File: config.mk
export PLATFORM = sky130hd
export DESIGN_NAME = gf163_inverter
export DESIGN_NICKNAME = d
export VERILOG_FILES = /design/src/rtl/gf163_pkg.sv /design/src/rtl/gf163_deg_cmp.sv /design/src/rtl/gf163_inverter.sv
export SDC_FILE = /design/constraint.sdc
export NUM_CORES = 2
export LEC_CHECK = 0
export CAP_MARGIN = 20
export CORE_ASPECT_RATIO = 0.7
export CORE_MARGIN = 2
export CORE_UTILIZATION = 51
export CTS_CLUSTER_DIAMETER = 120
export CTS_CLUSTER_SIZE = 20
export DETAILED_ROUTE_END_ITERATION = 8
export HOLD_SLACK_MARGIN = 0.08
export PLACE_DENSITY_LB_ADDON = 0.3
export SYNTH_ARGS = -nofsm -noshare
export SYNTH_HDL_FRONTEND = slang
export SYNTH_HIERARCHICAL = 1
export SYNTH_SLANG_ARGS = --single-unit
File: constraint.sdc
create_clock -name clk -period 6.4 [get_ports clk]
set_input_delay 0.64 -clock clk [delete_from_list [all_inputs] [get_ports clk]]
set_output_delay 0.64 -clock clk [all_outputs]
set_load 0.02 [all_outputs]
File: src/rtl/gf163_pkg.sv
// gf163_pkg: shared constants and types for the GF(2^163) inverter.
// Field polynomial f(x) = x^163 + x^7 + x^6 + x^3 + 1.
package gf163_pkg;
  localparam int M = 163;
  localparam int MAX_CYC = 650;
  localparam logic [M:0] F_POLY = (164'd1 << 163) | 164'hC9;

  typedef logic [M-1:0] gf_elem_t;
  typedef enum logic [1:0] {IDLE, RUN, FIN} state_t;

  // g / x mod f : add f when g is odd so the shift is exact
  function automatic gf_elem_t gf_half(input gf_elem_t g);
    logic [M:0] t;
    t = g[0] ? ({1'b0, g} ^ F_POLY) : {1'b0, g};
    return t[M:1];
  endfunction
endpackage

File: src/rtl/gf163_deg_cmp.sv
// gf163_deg_cmp: compares polynomial degrees of u and v.
// Two priority encoders feed one magnitude compare.
module gf163_deg_cmp
  import gf163_pkg::*;
(
  input  logic [M:0] u,
  input  logic [M:0] v,
  output logic       u_gt_v
);
  logic [7:0] du;
  logic [7:0] dv;

  // highest set bit index of each operand
  always_comb begin
    du = '0;
    dv = '0;
    for (int i = 0; i <= M; i++) begin
      if (u[i]) du = 8'(i);
      if (v[i]) dv = 8'(i);
    end
  end

  assign u_gt_v = du > dv;
endmodule

File: src/rtl/gf163_inverter.sv
// gf163_inverter: binary extended Euclid inverter over GF(2^163).
// Optional macro GF_INV_CYCLE_COUNT_EN adds the cycles output.
module gf163_inverter
  import gf163_pkg::*;
(
  input  logic           clk,
  input  logic           rst_n,
  input  logic           start,
  input  logic [M-1:0]   a,
  output logic           busy,
  output logic           done,
  output logic [M-1:0]   o,
  output logic           err
`ifdef GF_INV_CYCLE_COUNT_EN
  ,
  output logic [9:0]     cycles
`endif
);
  state_t     state, state_n;
  logic [M:0] u, u_n, v, v_n;
  gf_elem_t   g1, g1_n, g2, g2_n;
  gf_elem_t   o_n;
  logic [9:0] cyc, cyc_n;
  logic       err_n, busy_n, done_n;
  logic       u_gt_v;

  gf163_deg_cmp u_deg (
    .u      (u),
    .v      (v),
    .u_gt_v (u_gt_v)
  );

  // next-state and datapath update; one Euclid step per RUN cycle
  always_comb begin
    state_n = state;
    u_n     = u;
    v_n     = v;
    g1_n    = g1;
    g2_n    = g2;
    cyc_n   = cyc;
    o_n     = o;
    err_n   = err;
    busy_n  = busy;
    done_n  = 1'b0;
    unique case (state)
      IDLE: begin
        if (start && !busy) begin
          u_n    = {1'b0, a};
          v_n    = F_POLY;
          g1_n   = gf_elem_t'(1);
          g2_n   = '0;
          cyc_n  = '0;
          busy_n = 1'b1;
          if (a == '0) begin
            err_n   = 1'b1;
            o_n     = '0;
            state_n = FIN;
          end else begin
            err_n   = 1'b0;
            state_n = RUN;
          end
        end
      end
      RUN: begin
        cyc_n = cyc + 10'd1;
        if (u == (M+1)'(1)) begin
          o_n     = g1;
          state_n = FIN;
        end else if (v == (M+1)'(1)) begin
          o_n     = g2;
          state_n = FIN;
        end else if (cyc == 10'(MAX_CYC - 1)) begin
          err_n   = 1'b1;
          o_n     = '0;
          state_n = FIN;
        end else if (!u[0]) begin
          u_n  = u >> 1;
          g1_n = gf_half(g1);
        end else if (!v[0]) begin
          v_n  = v >> 1;
          g2_n = gf_half(g2);
        end else if (u_gt_v) begin
          u_n  = u ^ v;
          g1_n = g1 ^ g2;
        end else begin
          v_n  = v ^ u;
          g2_n = g2 ^ g1;
        end
      end
      FIN: begin
        done_n  = 1'b1;
        busy_n  = 1'b0;
        state_n = IDLE;
      end
      default: state_n = IDLE;
    endcase
  end

  // state and datapath registers
  always_ff @(posedge clk or negedge rst_n) begin
    if (!rst_n) begin
      state <= IDLE;
      u     <= '0;
      v     <= '0;
      g1    <= '0;
      g2    <= '0;
      cyc   <= '0;
      o     <= '0;
      err   <= 1'b0;
      busy  <= 1'b0;
      done  <= 1'b0;
    end else begin
      state <= state_n;
      u     <= u_n;
      v     <= v_n;
      g1    <= g1_n;
      g2    <= g2_n;
      cyc   <= cyc_n;
      o     <= o_n;
      err   <= err_n;
      busy  <= busy_n;
      done  <= done_n;
    end
  end

`ifdef GF_INV_CYCLE_COUNT_EN
  // latch the RUN cycle count alongside the result
  always_ff @(posedge clk or negedge rst_n) begin
    if (!rst_n) cycles <= '0;
    else if (state == FIN) cycles <= cyc;
  end
`endif
endmodule

==> summary.md <==
| Metric | Value |
|---|---|
| Initial antenna violation count | 5 |
| I/O pin total | between 300 and 400 |
| Clock Skew | between 0.03 and 0.04 ns |
| H-Tree Depth | 2 |
| TritonCTS clock tree | yes |
| Clock Latency Late Sink | roughly 0.67 ns |
| Max VDD drop | roughly 0.16 mV |
| Drt initial violations | 7,147 |
| Post-route setup slack | about 0.18 ns |
| Chip width | roughly 390 microns |
| Maximum root-to-sink buffer count | 3 |
| FMAX | about 160 MHz |
| R2R Path Start | u[106]$_DFFE_PN0P_ |
| Leakage power | approximately 0.024 uW |
| Area Overhead vs Synth | 11.1% |
| Root Driver | clkbuf_16 |
| Mapped Nets | approximately 6.3k |
| Outcome | completed |
| Crit path DAT | around 6.8 ns |
| Share of cells above drive strength 1 | 3.79% |
| Sink Count | roughly 830 |
| Row Count | between 90 and 100 |
| CP Max Fanout | ~290 |
| GPL Wtd Cong | between 1 and 1.5 |
| Yosys Warn Count | 6 |
| Num CTS Buffers | 47 |
| Critical path's top delay family | compound AO/OA/AOI/OAI gates |
| Setup Fix Bufs, Post-CTS | 0 |
| Vert. Die Dim | 271 microns |
| DP Worst Slack | about 0.46 ns |
| Register area | between 20,000 and 25,000 sq um |
| Most frequent cells in the layout | o21ai_0 (838), dfrtp_1 (831), nor2_1 (480) |
| Worst reg2reg endpoint | g1[56]$_DFFE_PN0P_ |
| Max stage delay cell, worst path | buf_16 |
| Met2 wire len | around 74 mm |
| Final Hold Vio Count | 0 |
| Drt drc | 0 |
| CP cell instances | nor2_1 -> o31ai_1 -> or4_1 -> or3_4 -> a2111oi_4 -> o311a_1 -> o41ai_1 -> ha_1 -> nor2b_1 -> o21a_1 -> o21ai_0 -> nand2b_1 -> a21oi_1 -> o21ai_0 -> o31a_2 -> inv_1 -> a21oi_1 -> a21o_1 -> o211ai_4 -> buf_16 -> o21ai_0 -> o21ai_1 |
| Largest net degree at the start of global routing | 288 |
| Yosys reg bits | 832 |
| Async set or reset register ratio after synthesis | 100% |
| Commonest non-fill, non-tap cell in the layout | o21ai_0 |
| First-pass GRT wire length | roughly 280 mm |
| Area of the mapped netlist | 51,900 sq um |
| Clk slew on worst S/H paths | around 0.1 ns |
| Vias per cell | 6.64 |
| DRT antenna net count | 0 |
| Period minus WS final | roughly 6.2 ns |
| Slew Viols, Final | 0 |
| Final total power | 8810 uW |
| Setup violators final | 0 |
| RSZ-0062 raised after global routing | true |
| Post-Syn Instances | 6,172 |
| Slew margin rel. | ~9.8% |
| CP most frequent cell | o21ai_0 |
| Drt wl/cell | between 20 and 25 microns |
| Layout net count | between 6k and 7k |
| HP Start | o[101]$_DFFE_PN0P_ |
| Gr usage total | 33.6% |
| Syn_area_per_cell | about 8.4 sq um |
| Wl on met1 | slightly below 80 mm |
| Global route overflow | 0 |
| Fill count | approximately 8.9k |
| Area of the multi-input gates | ~28,000 sq um |
| Top FF cell, synth | dfrtp_1 |
| Max_cap viols | 0 |
| Worst Hold End | o[101]$_DFFE_PN0P_ |
| Crit path largest cell delay | ~0.65 ns |
| Worst-case reg-to-reg path depth | 22 |
| Worst R2R Setup Slack | around 0.18 ns |
| Vias in the first global route | around 45k |
| Seq/Total Area, Yosys | about two fifths |
| Final wirelength | between 150 and 200 mm |
| Crit end category | register |
| Power density cells | approximately 150 nW/um^2 |
| First drt pass iteration count | 7 |
| Met3 WL | roughly 22 mm |
| Core Util, Final | a little under three fifths |
| Initial core utilization | around 52% |
| Tcrit/Tclk final | a little over nine tenths |
| Hold Crit Class | register to register |
| Top sig layer | met5 |
| Post-DP HPWL | between 100 and 150 mm |
| EDFF count, synth | 0 |
| I/O Buffers | between 300 and 400 |
| Startpoint Class | register |
| Hold Crit Depth | 2 |
| Synth unique cells | 73 |
| Vias | 49.9k |
| CP required | between 6 and 7 ns |
| Die area | 104,000 sq um |
| Crit Path Category | register to register |
| WP buf/inv | 2 |
| Worst slew pin tran | 1.34 ns |
| Core outline area | ~100,000 sq um |
[timing repair]
action                                  CTS  global route
hold endpoints to repair                 71             0
endpoints found under the setup margin    0            83
gates resized for setup                   0             1
hold buffers                              1             0
[area by class of cell]
type	count	share of cell area, %
clock inverter	3	0.102
timing repair buffer	476	8.40
sequential	832	36.1
clock buffer	50	2.11
inverter	238	1.56
tap	1336	2.90
antenna	3	0.0130
multi-input combinational	4572	48.8
[cells in the mapped netlist, drive strengths merged (7+ instances only)]
master	number	share of area, %
dfrtp	832	40
inv	238	1.7
clkbuf	403	2.9
nor3b	166	2.4
o2bb2a	154	3.0
nand4	51	0.61
a221oi	166	2.8
a31oi	14	0.18
nand3	38	0.37
a22oi	163	2.4
ha	11	0.27
nor3	225	2.2
or2	8	0.096
or3	8	0.11
a211oi	10	0.14
o21bai	15	0.22
or4	17	0.25
buf	127	1.2
o21a	7	0.10
nor2b	179	2.2
nor2	484	3.5
o311ai	8	0.14
nor4	236	2.9
o211ai	7	0.12
a32oi	9	0.15
xnor2	165	2.8
xor2	8	0.14
a21o	11	0.16
o31ai	182	2.6
and2	160	1.9
a21oi	237	2.3
nand2b	323	3.9
and3	7	0.084
o2111ai	8	0.14
a221o	162	3.1
o21ai	1036	10
nand2	234	1.7
a2111oi	11	0.22
[sequential cells by signal, summed over array words and instances (netlist names)]
register	count
cyc	10
o	163
g1	163
busy	1
v	164
g2	163
u	164
state	2
done	1
err	1
[how the worst max path moves through the flow]
| stage | start | endpoint | slack, ns | cells past startpoint |
|---|---|---|---|---|
| global route | u[114]$_DFFE_PN0P_ | g1[57]$_DFFE_PN0P_ | -0.04 | 21 |
| floorplan | u[114]$_DFFE_PN0P_ | g2[100]$_DFFE_PN0P_ | 1.75 | 23 |
| global placement | u[114]$_DFFE_PN0P_ | g1[0]$_DFFE_PN0P_ | 0.50 | 21 |
| CTS | u[114]$_DFFE_PN0P_ | g1[56]$_DFFE_PN0P_ | 0.42 | 21 |
| detailed placement | u[114]$_DFFE_PN0P_ | g1[0]$_DFFE_PN0P_ | 0.46 | 21 |
| finish | u[106]$_DFFE_PN0P_ | g1[56]$_DFFE_PN0P_ | 0.18 | 22 |
[tightest hold or removal path, stage by stage, from the launching register on]
cell and delay, ns:
dfrtp_1 0.38, inv_1 0.05, o21ai_1 0.06
[metal layers]
metal  GRT usage [%]  up-vias
li1                -    22600
met1            51.6    24500
met2            45.8     2511
met3            9.61      262
met4            8.06        4
met5               0        -
[through the flow]
step	setup TNS [ns]	instance area, sq um	hold slack [ns]	cells
5_1_grt	-0.138	57700	0.545	7507
4_1_cts	0	57600	0.529	7504
2_1_floorplan	0	51900	0.344	6172
3_3_place_gp	0	56300	0.494	7450
3_5_place_dp	0	56300	0.496	7450
6_report	0	57700	0.523	7510
[power by group]
part	internal, uW	leakage, uW	switching (uW)
Combinational	101	0.0125	190
Clock	1370	0.000625	1900
Sequential	5250	0.0106	0
[cell families after synthesis]
family | count (synthesis) | synth area share, %
buffers and inverters | 768 | 5.89
adder cells (fa/ha/maj) | 11 | 0.265
AND/OR/NAND/NOR | 2144 | 22.3
XOR/XNOR | 173 | 2.92
AO/OA/AOI/OAI | 2244 | 28.5
flip-flops | 832 | 40.1
No activity file was read; power rests on OpenSTA's default activity.
